`src/rtl/hist_read_arbiter_pkg.sv`:
```
// Purpose: shared widths and FSM state encoding for the histogram read-port arbiter.
// Latency: n/a (declarations only).
// Backpressure: n/a.
package hist_read_arbiter_pkg;

    localparam int HIST_ADDR_W = 10;
    localparam int HIST_DATA_W = 16;
    localparam int HIST_RD_LAT = 2;

    typedef enum logic [1:0] {
        ST_IDLE  = 2'd0,
        ST_FETCH = 2'd1,
        ST_DRAIN = 2'd2,
        ST_DONE  = 2'd3
    } arb_state_e;

endpackage

```
`src/rtl/hist_read_arbiter_skid_fifo.sv`:
```
// Purpose: small synchronous show-ahead FIFO for bulk words, exposing its fill count.
// Latency: a word written at the end of cycle c is presented on rd_dat in cycle c+1.
// Backpressure: holds head while rd_rdy is low; the writer must never write when full.
module hist_skid_fifo #(
    parameter int W     = 16,
    parameter int DEPTH = 4,
    localparam int CNT_W = $clog2(DEPTH + 1)
) (
    input  logic             clk,
    input  logic             reset,
    input  logic             wr_vld,
    input  logic [W-1:0]     wr_dat,
    output logic             rd_vld,
    input  logic             rd_rdy,
    output logic [W-1:0]     rd_dat,
    output logic [CNT_W-1:0] count
);

    localparam int PTR_W = $clog2(DEPTH);

    logic [W-1:0]     mem_q [DEPTH];
    logic [W-1:0]     mem_d [DEPTH];
    logic [PTR_W-1:0] wr_ptr_q, wr_ptr_d;
    logic [PTR_W-1:0] rd_ptr_q, rd_ptr_d;
    logic [CNT_W-1:0] count_q, count_d;
    logic             pop;

    // Pointer/count update and storage write; pointers wrap naturally (DEPTH is a power of 2).
    always_comb begin
        pop      = rd_rdy & (count_q != '0);
        wr_ptr_d = wr_ptr_q;
        rd_ptr_d = rd_ptr_q;
        for (int i = 0; i < DEPTH; i++) begin
            mem_d[i] = mem_q[i];
        end
        if (wr_vld) begin
            mem_d[wr_ptr_q] = wr_dat;
            wr_ptr_d        = wr_ptr_q + PTR_W'(1);
        end
        if (pop) begin
            rd_ptr_d = rd_ptr_q + PTR_W'(1);
        end
        count_d = count_q + CNT_W'(wr_vld) - CNT_W'(pop);
    end

    // Control state; reset empties the FIFO.
    always_ff @(posedge clk or posedge reset) begin
        if (reset) begin
            wr_ptr_q <= '0;
            rd_ptr_q <= '0;
            count_q  <= '0;
        end else begin
            wr_ptr_q <= wr_ptr_d;
            rd_ptr_q <= rd_ptr_d;
            count_q  <= count_d;
        end
    end

    // Data storage needs no reset: entries are only read when counted as valid.
    always_ff @(posedge clk) begin
        mem_q <= mem_d;
    end

    assign rd_vld = (count_q != '0);
    assign rd_dat = mem_q[rd_ptr_q];
    assign count  = count_q;

endmodule

```
`src/rtl/hist_read_arbiter.sv`:
```
// Purpose: shares histogram BRAM port B between the video renderer and a blanking-only bulk reader.
// Latency: renderer sees raw BRAM latency; bulk word issued in cycle c is valid on sv_data in c+RD_LAT+1.
// Backpressure: credit check (fifo_count + inflight < FIFO_DEPTH) stalls issue; FIFO never overflows.
module hist_read_arbiter
    import hist_read_arbiter_pkg::*;
#(
    parameter int ADDR_W     = HIST_ADDR_W,
    parameter int DATA_W     = HIST_DATA_W,
    parameter int RD_LAT     = HIST_RD_LAT,
    parameter int FIFO_DEPTH = 4
) (
    input  logic              clk,
    input  logic              reset,
    input  logic              blank,
    input  logic [ADDR_W-1:0] vid_addr,
    output logic [DATA_W-1:0] vid_data,
    output logic [ADDR_W-1:0] bram_addr,
    input  logic [DATA_W-1:0] bram_dout,
    input  logic              sv_req,
    input  logic [ADDR_W-1:0] sv_base,
    input  logic [ADDR_W:0]   sv_len,
    output logic [DATA_W-1:0] sv_data,
    output logic              sv_valid,
    input  logic              sv_ready,
    output logic              sv_busy,
    output logic              sv_done
);

    localparam int CNT_W = $clog2(FIFO_DEPTH + 1);
    localparam int IF_W  = $clog2(RD_LAT + 1);
    localparam int OCC_W = ((CNT_W > IF_W) ? CNT_W : IF_W) + 1;

    arb_state_e        state_q, state_d;
    logic [ADDR_W-1:0] addr_q, addr_d;
    logic [ADDR_W:0]   remain_q, remain_d;
    logic [RD_LAT-1:0] tag_q, tag_d;

    logic [CNT_W-1:0]  fifo_count;
    logic [IF_W-1:0]   inflight;
    logic [OCC_W-1:0]  occupancy;
    logic              credit_ok;
    logic              issue;
    logic              tag_exit;
    logic              pop;

    // Credit accounting: every issued read reserves a FIFO slot until it lands.
    always_comb begin
        inflight = '0;
        for (int i = 0; i < RD_LAT; i++) begin
            inflight = inflight + IF_W'(tag_q[i]);
        end
        occupancy = OCC_W'(fifo_count) + OCC_W'(inflight);
        credit_ok = (occupancy < OCC_W'(FIFO_DEPTH));
        issue     = (state_q == ST_FETCH) & blank & credit_ok;
        tag_exit  = tag_q[RD_LAT-1];
        pop       = sv_valid & sv_ready;
    end

    // Tag pipe mirrors the BRAM read latency; its exiting bit writes bram_dout into the FIFO.
    always_comb begin
        tag_d    = '0;
        tag_d[0] = issue;
        for (int i = 1; i < RD_LAT; i++) begin
            tag_d[i] = tag_q[i-1];
        end
    end

    // Next-state logic. A zero-length request goes through DRAIN so sv_done lands two cycles
    // after the request; in a real burst DRAIN always exits on the final pop, since a tag is
    // still in flight on entry and the FIFO cannot be empty until the last word is accepted.
    always_comb begin
        state_d  = state_q;
        addr_d   = addr_q;
        remain_d = remain_q;
        unique case (state_q)
            ST_IDLE: begin
                if (sv_req) begin
                    addr_d   = sv_base;
                    remain_d = sv_len;
                    state_d  = (sv_len == '0) ? ST_DRAIN : ST_FETCH;
                end
            end
            ST_FETCH: begin
                if (issue) begin
                    addr_d   = addr_q + ADDR_W'(1);
                    remain_d = remain_q - (ADDR_W + 1)'(1);
                    if (remain_q == (ADDR_W + 1)'(1)) begin
                        state_d = ST_DRAIN;
                    end
                end
            end
            ST_DRAIN: begin
                if ((inflight == '0) &&
                    ((fifo_count == '0) || ((fifo_count == CNT_W'(1)) && pop))) begin
                    state_d = ST_DONE;
                end
            end
            ST_DONE: begin
                state_d = ST_IDLE;
            end
            default: begin
                state_d = ST_IDLE;
            end
        endcase
    end

    // State registers; reset abandons any burst and clears in-flight tags.
    always_ff @(posedge clk or posedge reset) begin
        if (reset) begin
            state_q  <= ST_IDLE;
            addr_q   <= '0;
            remain_q <= '0;
            tag_q    <= '0;
        end else begin
            state_q  <= state_d;
            addr_q   <= addr_d;
            remain_q <= remain_d;
            tag_q    <= tag_d;
        end
    end

    hist_skid_fifo #(
        .W     (DATA_W),
        .DEPTH (FIFO_DEPTH)
    ) u_fifo (
        .clk    (clk),
        .reset  (reset),
        .wr_vld (tag_exit),
        .wr_dat (bram_dout),
        .rd_vld (sv_valid),
        .rd_rdy (sv_ready),
        .rd_dat (sv_data),
        .count  (fifo_count)
    );

    // The renderer owns the port during active video and never sees added latency.
    assign bram_addr = blank ? addr_q : vid_addr;
    assign vid_data  = bram_dout;
    assign sv_busy   = (state_q != ST_IDLE);
    assign sv_done   = (state_q == ST_DONE);

endmodule

```
`config.mk`:
```
export PLATFORM = sky130hd
export DESIGN_NAME = hist_read_arbiter
export DESIGN_NICKNAME = d
export VERILOG_FILES = /design/src/rtl/hist_read_arbiter_pkg.sv /design/src/rtl/hist_read_arbiter_skid_fifo.sv /design/src/rtl/hist_read_arbiter.sv
export SDC_FILE = /design/constraint.sdc
export NUM_CORES = 1
export LEC_CHECK = 0
export ABC_CLOCK_PERIOD_IN_PS = 2200
export BUFFER_PORTS_ARGS = -buffer_cell sky130_fd_sc_hd__buf_4
export CAP_MARGIN = 15
export CORE_MARGIN = 3
export CORE_UTILIZATION = 44
export CTS_CLUSTER_SIZE = 16
export DETAILED_ROUTE_END_ITERATION = 16
export HOLD_SLACK_MARGIN = 0.02
export PLACE_DENSITY = 0.69
export SLEW_MARGIN = 10
export SYNTH_ARGS = -nofsm -noshare
export SYNTH_HDL_FRONTEND = slang
export SYNTH_HIERARCHICAL = 1
export SYNTH_SLANG_ARGS = --single-unit
```
`constraint.sdc`:
```
create_clock -name clk -period 2.2 [get_ports clk]
set_clock_uncertainty 0.15 [all_clocks]
set_input_delay 0.44 -clock clk [delete_from_list [all_inputs] [get_ports clk]]
set_output_delay 0.44 -clock clk [all_outputs]
set_load 0.05 [all_outputs]
```
==> results of run 1 <==
[through the flow]
stage / setup slack (ns) / utilization [%] / hold WS (ns)
3_5_place_dp: -0.0386 / 54.5 / 0.245
4_1_cts: -0.0999 / 57.3 / 0.124
3_3_place_gp: 0.0270 / 54.5 / 0.234
6_report: -0.0758 / 58.4 / 0.137
5_1_grt: -0.144 / 58.4 / 0.121
2_1_floorplan: 0.00705 / - / 0.0934
[worst register-to-register path: stages, from the launching register on]
cell      delay, ns
dfrtp_1        0.40
ha_1           0.20
ha_1           0.17
and4bb_2       0.33
buf_4          0.14
a21oi_4        0.07
buf_4          0.18
nor4_2         0.30
a211o_1        0.14
[how the worst min path moves through the flow]
stage                  startpoint  slack [ns]                          to  cells after the start
3_3_place_gp   tag_q[0]$_DFF_PP0_        0.23          tag_q[1]$_DFF_PP0_                      0
4_1_cts              bram_dout[7]        0.12  u_fifo/mem_q[23]$_DFFE_PP_                      1
5_1_grt             bram_dout[13]        0.12  u_fifo/mem_q[61]$_DFFE_PP_                      1
2_1_floorplan               reset        0.09   u_fifo/count[0]$_DFF_PP0_                      1
3_5_place_dp   tag_q[0]$_DFF_PP0_        0.24          tag_q[1]$_DFF_PP0_                      0
6_report             bram_dout[7]        0.14  u_fifo/mem_q[23]$_DFFE_PP_                      1
[cell type report]
cell class | instances | share of cell area [%]
flip-flops and latches | 96 | 44.9
multi-input cells | 194 | 29.3
repair buffers | 133 | 18.3
well taps | 136 | 2.81
clock buffers | 10 | 2.11
inverters | 22 | 1.36
clock inverters | 6 | 1.14
[power breakdown]
part / switching [µW] / total (µW) / internal, µW
combinational: 2550 / 4560 / 2000
sequential: 360 / 2690 / 2330
clock: 615 / 1150 / 535
[timing repair]
action | CTS | global route
hold endpoints to repair | 32 | 0
pin swaps | 1 | 8
endpoints found under the setup margin | 18 | 38
cloned | 1 | 0
resized for setup | 29 | 17
hold buffers | 1 | 0
setup buffers | 2 | 5
[layout by cell type (no fill, tap or decap), types with 5 or more instances in the layout]
master     Yosys  routed
edfxtp_1      64      64
and2_1         7       6
mux4_2         8      16
and3_1         9       9
mux2i_1        5       5
nand3_1       11      10
a2bb2oi_1      6       5
nand2b_1       5       5
a221o_1        5       5
nor2_1         9       9
mux2_2        10      10
buf_6          1      17
clkbuf_8       0       9
o21ai_0       17      15
nand2_1        9       9
dfrtp_1       32      31
ha_1          16      15
inv_1         22      21
buf_4         16     112
nor3_1         7       6
[layer usage]
layer	share of wire, %	up-vias	global-route usage [%]
li1	-	1537	-
met1	43	1564	22.9
met2	51	92	30.9
met3	4.6	8	3.05
met4	1.0	0	5.70
met5	0	-	0
[registers in the layout, indices dropped and copies added, names as in the netlist]
signal and flops:
addr_q 10, remain_q 11, state_q 2, tag_q 2, u_fifo/count 3, u_fifo/mem_q 64
u_fifo/rd_ptr_q 2, u_fifo/wr_ptr_q 2
[cells by family after synthesis]
logic type	count (synthesis)
fa+ha+maj	17
flops	96
buf+inv	52
xor+xnor	5
mux	31
simple gates	78
compound gates	63
==> run summary, run 1 <==
H-tree levels - 3
First-pass DRT Iterations - 4
ant diodes - 0
Yosys top cell area share - 40.6%
critical path depth - 3
via count - 3,201
final-report max-slew violation count - 0
Max-slew headroom - 68.3%
vias per std cell - 5.36
CP bufs+invs - 2
Synth Flop Type - edfxtp_1
Final min period - 2.28 ns
Multi-input gate area - 0.00178 mm²
kind of critical path - flop to output port
mux cell area share after synthesis - 11.7%
worst setup margin - -0.0758 ns
top cells by count, synth - 64 x edfxtp_1, 32 x dfrtp_1, 22 x inv_1, 17 x o21ai_0
post-synthesis sequential area ratio - 57.6%
global-route wire length before repair - 16,400 µm
Die Ht - 110 µm
CP startpoint kind - flop
Clk pin slew, worst setup/hold paths - 0.09 ns
Least-Margin Pin Slew - 0.471 ns
Power, Total - 8390 µW
status - complete, but fails checks
largest family of logic cells by synthesized area - multiplexers
largest net degree at the start of global routing - 40
top-count cell post-synth - edfxtp_1
fin nets - 525
CTS tree - done
RSZ-0062 raised after global routing - true
slowest CP cell - mux4_2
clk_lat worst skew - 0.35 ns
distinct cell type count after synthesis - 59
crit share post-route - 103%
grt ovf - 0
Final setup viols - 16
xor-xnor portion of the synthesized cell area - 0.926%
Power Dens Cells - 1380 mW/mm²
Critical Path Max Stage Delay - 0.52 ns
# DRC - 0
top cells by area, synth - edfxtp_1 41%, dfrtp_1 17%, mux4_1 4.4%, ha_1 4.2%, mux4_2 3.8%
Routability Congestion - 0.843
Port Buffers - 96
Compound-Gate Fraction of Synth Area - 9.71%
initial core utilization - 45.6%
final hold violation count - 0
Mapped Area - 0.00473 mm²
simple-gate share of the synthesized area - 9.49%
crit end category - output port
VDD IR max - 0.769 mV
Sum Neg Setup Slack - -0.963 ns
CP startpoint - u_fifo/rd_ptr_q[0]$_DFFE_PP0P_
DP Wirelength - 7070 µm
vias in the first global route - 3,298
Area Growth Syn to Fin - 28.1%
Num Clock Sinks - 96
row count - 37
Critical Path AT - 1.69 ns
Area after DPL - 0.00566 mm²
fin cells - 597
sequential standard cell area - 0.00272 mm²
FF-to-FF End - addr_q[6]$_DFFE_PP0P_
CP Capture Point - sv_data[15]
layout cells sized above 1 - 42.7%
initial antenna violation count - 0
failing checks - setup timing
filler instances - 861
Post-Syn Instances - 342
number of max-cap violations - 0
Placed Cells incl. Taps - 572
area leader, netlist - edfxtp_1
Hold Path Class - input pin to flop
Routed WL per cell - 17.4 µm
crit path cell chain - buf_12 > mux4_2 > buf_6
Reg2Reg Setup Slack - 0.06 ns
initial DRC count - 152
Final ANT Viol Nets - 0
Peak Freq - 0.439 GHz
core area - 0.0104 mm²
Post-Route WL - 10,400 µm
clock buffer depth - 2
die area - 0.0120 mm²
root buf cell - clkbuf_8
Final Instance Area - 0.00606 mm²
Reg-to-Reg Start - tag_q[0]$_DFF_PP0_
Leak Pwr - 0.00245 µW
Yosys reg bits - 96
die width - 110 µm
Max FO, Critical Path - 8
Async S/R FF share, synth - 33.3%
number of synthesized flops with an enable pin - 64
adder-cell area share of the yosys netlist - 4.65%
family with the most delay on the worst path - multiplexers
yosys warns - 6
post-synth net total - 411
CTS Buf Count - 9
Worst EP required - 1.61 ns
FF-to-FF path depth - 8
GRT Overall Usage - 17.9%
number of I/O pins - 97
syn_area_per_cell - 13.8 µm²
(Power assumes the default switching activity.)
==> run 2: changes to the inputs <==
--- a/config.mk
+++ b/config.mk
@@ -13,7 +13,7 @@
 export CTS_CLUSTER_SIZE = 16
 export DETAILED_ROUTE_END_ITERATION = 16
 export HOLD_SLACK_MARGIN = 0.02
-export PLACE_DENSITY = 0.69
+export PLACE_DENSITY = 0.71
 export SLEW_MARGIN = 10
 export SYNTH_ARGS = -nofsm -noshare
 export SYNTH_HDL_FRONTEND = slang
==> run summary, run 2 (same netlist as run 1, synthesis figures left out) <==
initial core utilization - 45.6% (unchanged)
Reg2Reg Setup Slack - 0.06 ns (about the same)
Max Used Layer - met4
FF-to-FF path depth - 4 (-4)
number of max-cap violations - 0 (unchanged)
Clk pin slew, worst setup/hold paths - 0.09 ns (about the same)
number of I/O pins - 97 (unchanged)
Num Clock Sinks - 96 (unchanged)
Biggest register - u_fifo/mem_q
wire length on met1 - 4190 µm (-6.0%)
RSZ-0062 raised after global routing - true
Final min period - 2.22 ns (-0.0526 ns)
CP Capture Point - sv_data[6]
vias per std cell - 5.40 (+0.68%)
Die Ht - 110 µm (unchanged)
Critical Path AT - 1.63 ns (-0.06 ns)
vias in the first global route - 3,210 (-2.7%)
Flop pwr share - 31.8% (-0.2 points)
design internal power - 4940 µW (+1.5%)
Max FO, Critical Path - 9 (+1)
Final setup viols - 8 (-8)
via count - 3,212 (+0.34%)
met3 WL - 654 µm (+38%)
grt ovf - 0 (unchanged)
clock buffer depth - 2 (unchanged)
layout cells sized above 1 - 41.4% (-1.3 points)
CP startpoint kind - flop
CTS Buf Count - 9 (unchanged)
final-report max-slew violation count - 0 (unchanged)
largest net degree at the start of global routing - 40 (unchanged)
row count - 37 (unchanged)
clk_lat worst skew - 0.35 ns (about the same)
sw frac - 41.1% (-0.95 points)
status - complete, but fails checks
final hold violation count - 0 (unchanged)
Post-Route WL - 9950 µm (-4.2%)
Comb power frac - 53.6% (-0.7 points)
# DRC - 0 (unchanged)
Port Buffers - 96 (unchanged)
ant diodes - 0 (unchanged)
Peak Freq - 0.450 GHz (+2.4%)
Worst EP required - 1.61 ns (about the same)
die width - 110 µm (unchanged)
commonest non-fill, non-tap cell in the layout - buf_4
Max-slew headroom - 67.3% (-1.1 points)
Routability Congestion - 0.876 (+4.0%)
initial DRC count - 111 (-27%)
Routed WL per cell - 16.7 µm (-3.9%)
crit end category - output port
Critical Path Max Stage Delay - 0.53 ns (about the same)
Reg-to-Reg Start - remain_q[5]$_DFFE_PP0P_
CTS tree - done
Met2 Routed Length - 5000 µm (-6.5%)
NetSw - 3440 µW (-2.4%)
VDD IR max - 0.697 mV (-9.4%)
Area after DPL - 0.00563 mm² (-0.49%)
Largest register FFs - 64 (unchanged)
failing checks - setup timing
WHS - 0.141 ns (+0.00338 ns)
root buf cell - clkbuf_8
DP Wirelength - 6970 µm (-1.4%)
kind of critical path - flop to output port
Hold Path Class - input pin to flop
FF-to-FF End - remain_q[10]$_DFFE_PP0P_
Final ANT Viol Nets - 0 (unchanged)
Leak Pwr - 0.00243 µW (-0.75%)
biggest regs - u_fifo/mem_q x64, remain_q x11, addr_q x10
First-pass DRT Iterations - 4 (unchanged)
CP startpoint - u_fifo/rd_ptr_q[0]$_DFFE_PP0P_
clock power share - 14.5% (+0.8 points)
GRT Overall Usage - 17.3% (-0.59 points)
crit path cell chain - buf_12 > mux4_2 > buf_8
H-tree levels - 3 (unchanged)
Least-Margin Pin Slew - 0.486 ns (+0.0157 ns)
crit share post-route - 101% (-2.4 points)
Final Instance Area - 0.00601 mm² (-0.78%)
fin nets - 523 (-0.38%)
post-layout util - 58.0% (-0.46 points)
Power Dens Cells - 1390 mW/mm² (+0.65%)
commonest cells after routing, fill and taps aside - 112 x buf_4, 64 x edfxtp_1, 30 x dfrtp_1
core area - 0.0104 mm² (unchanged)
slowest CP cell - mux4_2
initial antenna violation count - 0 (unchanged)
die area - 0.0120 mm² (unchanged)
worst setup margin - -0.0232 ns (+0.0526 ns)
global-route wire length before repair - 15,900 µm (-2.6%)
Area Growth Syn to Fin - 27.1%
-- run 2: timing repair --
item | in CTS | in global routing
hold buffers | 1 | 0
buffers inserted | 6 | 2
pin swaps | 1 | 5
gates resized for setup | 33 | 8
endpoints found under the hold margin | 32 | 0
setup endpoints to repair | 24 | 25
cloned | 1 | 0
-- run 2: worst min path at each step --
stage                            start                    endpoint  slack [ns]  cells past startpoint
floorplan                        reset   u_fifo/count[0]$_DFF_PP0_        0.09                      1
global placement    tag_q[0]$_DFF_PP0_          tag_q[1]$_DFF_PP0_        0.23                      0
detailed placement  tag_q[0]$_DFF_PP0_          tag_q[1]$_DFF_PP0_        0.24                      0
CTS                       bram_dout[0]   u_fifo/mem_q[0]$_DFFE_PP_        0.12                      1
global route              bram_dout[9]  u_fifo/mem_q[57]$_DFFE_PP_        0.12                      1
finish                    bram_dout[9]  u_fifo/mem_q[57]$_DFFE_PP_        0.14                      1
-- run 2: final cells by class --
type | count | area (µm²)
clock buffer | 11 | 131
clock inverter | 5 | 81.3
fill | 853 | 4360
inverter | 22 | 82.6
multi-input combinational | 194 | 1750
sequential | 96 | 2730
tap | 136 | 170
timing repair buffer | 131 | 1070
-- run 2: critical path: cells and delay by family, from the launching register on --
kind | cells | cell delay [ns]
buf+inv | 2 | 0.33
mux | 1 | 0.53
flops | 1 | 0.42
-- run 2: metrics by stage --
| step | setup WS [ns] | TNS (ns) | instances | total power [µW] |
|---|---|---|---|---|
| 2_1_floorplan | 0.00705 | 0 | 342 | 5550 |
| 3_3_place_gp | 0.0220 | 0 | 570 | 6710 |
| 3_5_place_dp | -0.0541 | -0.150 | 570 | 6800 |
| 4_1_cts | -0.129 | -1.11 | 594 | 8420 |
| 5_1_grt | -0.0834 | -1.00 | 595 | 8910 |
| 6_report | -0.0232 | -0.0725 | 595 | 8380 |
-- run 2: power by group through the flow --
stage	Sequential [µW]	Combinational (µW)	Clock, µW
floorplan	2620	2930	0
global placement	2670	4030	0
detailed placement	2690	4120	0
CTS	2650	4520	1260
global route	2720	4860	1330
finish	2670	4490	1220
-- run 2: metal layers --
metal	GRT usage [%]	up-vias
li1	-	1528
met1	21.9	1561
met2	29.4	110
met3	3.82	13
met4	5.61	0
met5	0	-
